### config.mk
export PLATFORM = sky130hd
export DESIGN_NAME = odd_sat_counter
export DESIGN_NICKNAME = d
export VERILOG_FILES = /design/src/rtl/odd_sat_counter.sv
export SDC_FILE = /design/constraint.sdc
export NUM_CORES = 1
export LEC_CHECK = 0
export CAP_MARGIN = 20
export CORE_AREA = 3 3 40 42
export DETAILED_ROUTE_END_ITERATION = 10
export DIE_AREA = 0 0 43 45
export DONT_BUFFER_PORTS = 1
export PLACE_DENSITY = 0.53
export SLEW_MARGIN = 20
export SYNTH_ARGS = -nofsm -noshare
export SYNTH_HDL_FRONTEND = slang
export SYNTH_SLANG_ARGS = --single-unit
export TNS_END_PERCENT = 100
### constraint.sdc
create_clock -name clk -period 1.9 [get_ports clk]
set_input_delay 0.095 -clock clk [delete_from_list [all_inputs] [get_ports clk]]
set_output_delay 0.095 -clock clk [all_outputs]
set_load 0.02 [all_outputs]
### src/rtl/odd_sat_counter.sv
// Saturating event counter: counts cycles with inc high and sticks at all-ones.
module odd_sat_counter #(
   parameter int W = 8
) (
   input  logic         clk,
   input  logic         reset,
   input  logic         inc,
   output logic [W-1:0] count
);

   always_ff @(posedge clk or posedge reset) begin
      if (reset) begin
         count <= '0;
      end else if (inc && (count != {W{1'b1}})) begin
         count <= count + 1'b1;
      end
   end

endmodule : odd_sat_counter

==> summary.txt <==
Setup path
  – Crit Reg-Reg Endpoint: count[1]
  – CP Class: flop to flop
  – CP Cell Sequence: nand4_4, o21ai_2, mux2_1
  – Max FO, Critical Path: 8
  – Worst Setup Start Kind: flop
  – RR Startpoint: count[2]
  – CP Buf/Inv Count: 0
  – CP arrival: 1.62 ns
  – Worst reg-to-reg setup slack: 0.40 ns
  – Crit path max-delay cell type: dfrtp_1
  – Largest delay contributor family on the critical path: flip-flops
  – CP peak stage delay: 0.61 ns
  – Crit end category: flop
  – R2R cell count: 3
  – WP data required: 2.02 ns

Synth
  – Main synth FF type: dfrtp_1
  – Synthesized Nets: 42
  – Ys async rst share: 100%
  – Top post-synthesis cells by count: 8 x dfrtp_1, 4 x nand2_1, 3 x mux2_1, 3 x nand3_1, 3 x nand4_1
  – Share of the synthesized area in the top cell type: 47.8%
  – Count leader, synth: dfrtp_1
  – Post-synth EDFFs: 0
  – Synth unique cells: 19
  – Yosys warning count: 0
  – Syn Std Cell Area: 419 sq um
  – Synth Register Bits: 8
  – Top cells by area, synth: dfrtp_1 48%, mux2_1 8.1%, nand4_4 5.1%
  – Synth Instances: 38
  – Synth area leader: dfrtp_1
  – Sequential area share after synthesis: 47.8%
  – Avg Synthesized Cell Area: 11.0 sq um

Power and ir drop
  – Total power: 828 uW
  – Clock power share: 15.3%
  – Internal power: 447 uW
  – Cell Pwr Density: 1670 mW/mm^2
  – Comb pwr share: 32.3%
  – Switch share: 46.0%
  – Psw: 380 uW
  – Reg power frac: 52.3%
  – Leak pwr: 0.196 nW
  – Worst vdd ir: 0.000770 V

Routing
  – Vias per inst: 5.37
  – DR vias: 322
  – DR iter-0 viols: 2
  – Total Wirelength: 806 um
  – DRC errors left: 0
  – DRT Pass-1 Iters: 2
  – Post-route ant nets: 0
  – Wire per inst: 13.4 um

Flow run
  – Max cap viols: 0

Finish
  – Nets: 51
  – Post-route cell area: 495 sq um
  – Area growth syn-to-layout: 18.2%
  – Ant diodes: 0
  – Largest register FFs: 8
  – Fraction of layout cells with a size suffix above 1: 17.8%
  – Most flops, register: count
  – Top Registers: count x8

Clocking
  – Num CTS Buffers: 3
  – Clk pin slew, worst setup/hold paths: 0.06 ns
  – Clock H-tree levels: 1
  – CTS tree: built
  – Max Buffers Root-to-Sink: 2
  – CTS sink count: 8
  – Root Buffer: clkbuf_4
  – Post-CTS resize count: 0
  – Clock network latency to the later pin of the worst-skew pair: 0.25 ns

Floorplanning
  – Core box area: 0.00128 sq mm
  – Starting Density: 32.6%
  – Io pins: 11
  – Site Rows: 13
  – Die height: 45 um
  – Die Wd: 43 um
  – Die area: 0.00194 sq mm

Placed design
  – Placed inst area: 453 sq um
  – Port Buf Inserts: 0
  – Worst slack, placed: 0.398 ns
  – DP HPWL: 648 um
  – GPL Wtd Cong: 0.794

STA
  – Max transition margin: 71.1%
  – # setup viols final: 0
  – Tcrit/Tclk final: 78.7%
  – Sum Neg Setup Slack: 0 ns
  – Hold Violations, Final: 0
  – Fin. max-slew vios: 0
  – Fmax: 669 MHz
  – Hold Worst Slack: 0.0121 ns
  – Fin worst setup slack: 0.405 ns
  – Post-route minimum period: 1.50 ns
  – Clock Skew: 0.00303 ns
  – RSZ-0062 raised after global routing: no
  – Slew @ Worst Pin: 0.433 ns

Min path
  – HP Start: inc
  – Hold Crit Class: input port to flop
  – Hold Path Sink: count[0]
  – Hold Path Stages: 2

Outcome
  – Status: completed

Global route
  – Initial antenna violation count: 0
  – Gr ovfl total: 0
  – GRT Util Overall: 9.74%
  – Largest net degree at the start of global routing: 9
  – First-pass GRT wire length: 1.39 mm
  – Number of global-route vias before repair: 307
==> layout make-up <==
type | instances | area (sq um)
sequential | 8 | 200
inverter | 1 | 3.75
tap | 15 | 18.8
multi-input combinational | 29 | 215
clock buffer | 3 | 22.5
timing repair buffer | 4 | 35.0
fill | 134 | 790
==> worst register-to-register path: stages (launching register included) <==
cell,delay (ns)
dfrtp_1,0.61
nand4_4,0.20
o21ai_2,0.23
mux2_1,0.34
==> worst max-delay path by stage <==
| stage | startpoint | endpoint | slack, ns | cells after the start |
|---|---|---|---|---|
| after floorplan | count[0] | count[1] | 0.31 | 4 |
| after global placement | count[2] | count[1] | 0.42 | 3 |
| after detailed placement | count[2] | count[1] | 0.40 | 3 |
| after CTS | count[2] | count[1] | 0.39 | 3 |
| after global routing | count[2] | count[1] | 0.29 | 3 |
| final | count[2] | count[1] | 0.40 | 3 |
==> power by group through the flow <==
stage / logic (mW) / clock network, mW / registers, mW
floorplan: 0.159 / 0 / 0.451
global placement: 0.262 / 0 / 0.438
detailed placement: 0.271 / 0 / 0.441
CTS: 0.274 / 0.134 / 0.436
global route: 0.303 / 0.142 / 0.455
finish: 0.268 / 0.127 / 0.433
==> timing repair <==
item,CTS,global route
setup buffers,0,0
hold endpoints to repair,9,0
hold buffers,2,0
==> cells in the final DEF (no fill, tap or decap), types with 2 or more instances in the layout <==
cell type and n:
o21bai_1 2, dfrtp_1 8, mux2_1 3, nand2_1 4
nor2_1 2, nand4_1 3, nand3_1 3, nor3_1 2
dlygate4sd3_1 2, clkbuf_4 3, buf_4 2
==> layer usage <==
metal / track usage, % / wire (um) / share of wire, %
met1: 11.1 / 330 / 41
met2: 15.3 / 380 / 47
met3: 4.38 / 88 / 11
met4: 5.42 / 6 / 0.74
met5: 0 / 0 / 0
==> metrics by stage <==
| step | instances | utilization [%] |
|---|---|---|
| after floorplan | 38 | - |
| after global placement | 55 | 35.2 |
| after detailed placement | 55 | 35.2 |
| after CTS | 60 | 38.6 |
| after global routing | 60 | 38.6 |
| final | 60 | 38.6 |
==> cell families (layout without fill, tap and decap cells) <==
| logic type | Yosys count | in the layout | synth area share (%) |
|---|---|---|---|
| buffers and inverters | 1 | 8 | 0.895 |
| flip-flops | 8 | 8 | 47.8 |
| multiplexers | 4 | 4 | 10.7 |
| XOR/XNOR | 1 | 1 | 2.09 |
| adder cells (fa/ha/maj) | 1 | 1 | 2.98 |
| AO/OA/AOI/OAI | 8 | 8 | 14.6 |
| AND/OR/NAND/NOR | 15 | 15 | 20.9 |
(Power assumes the default switching activity.)
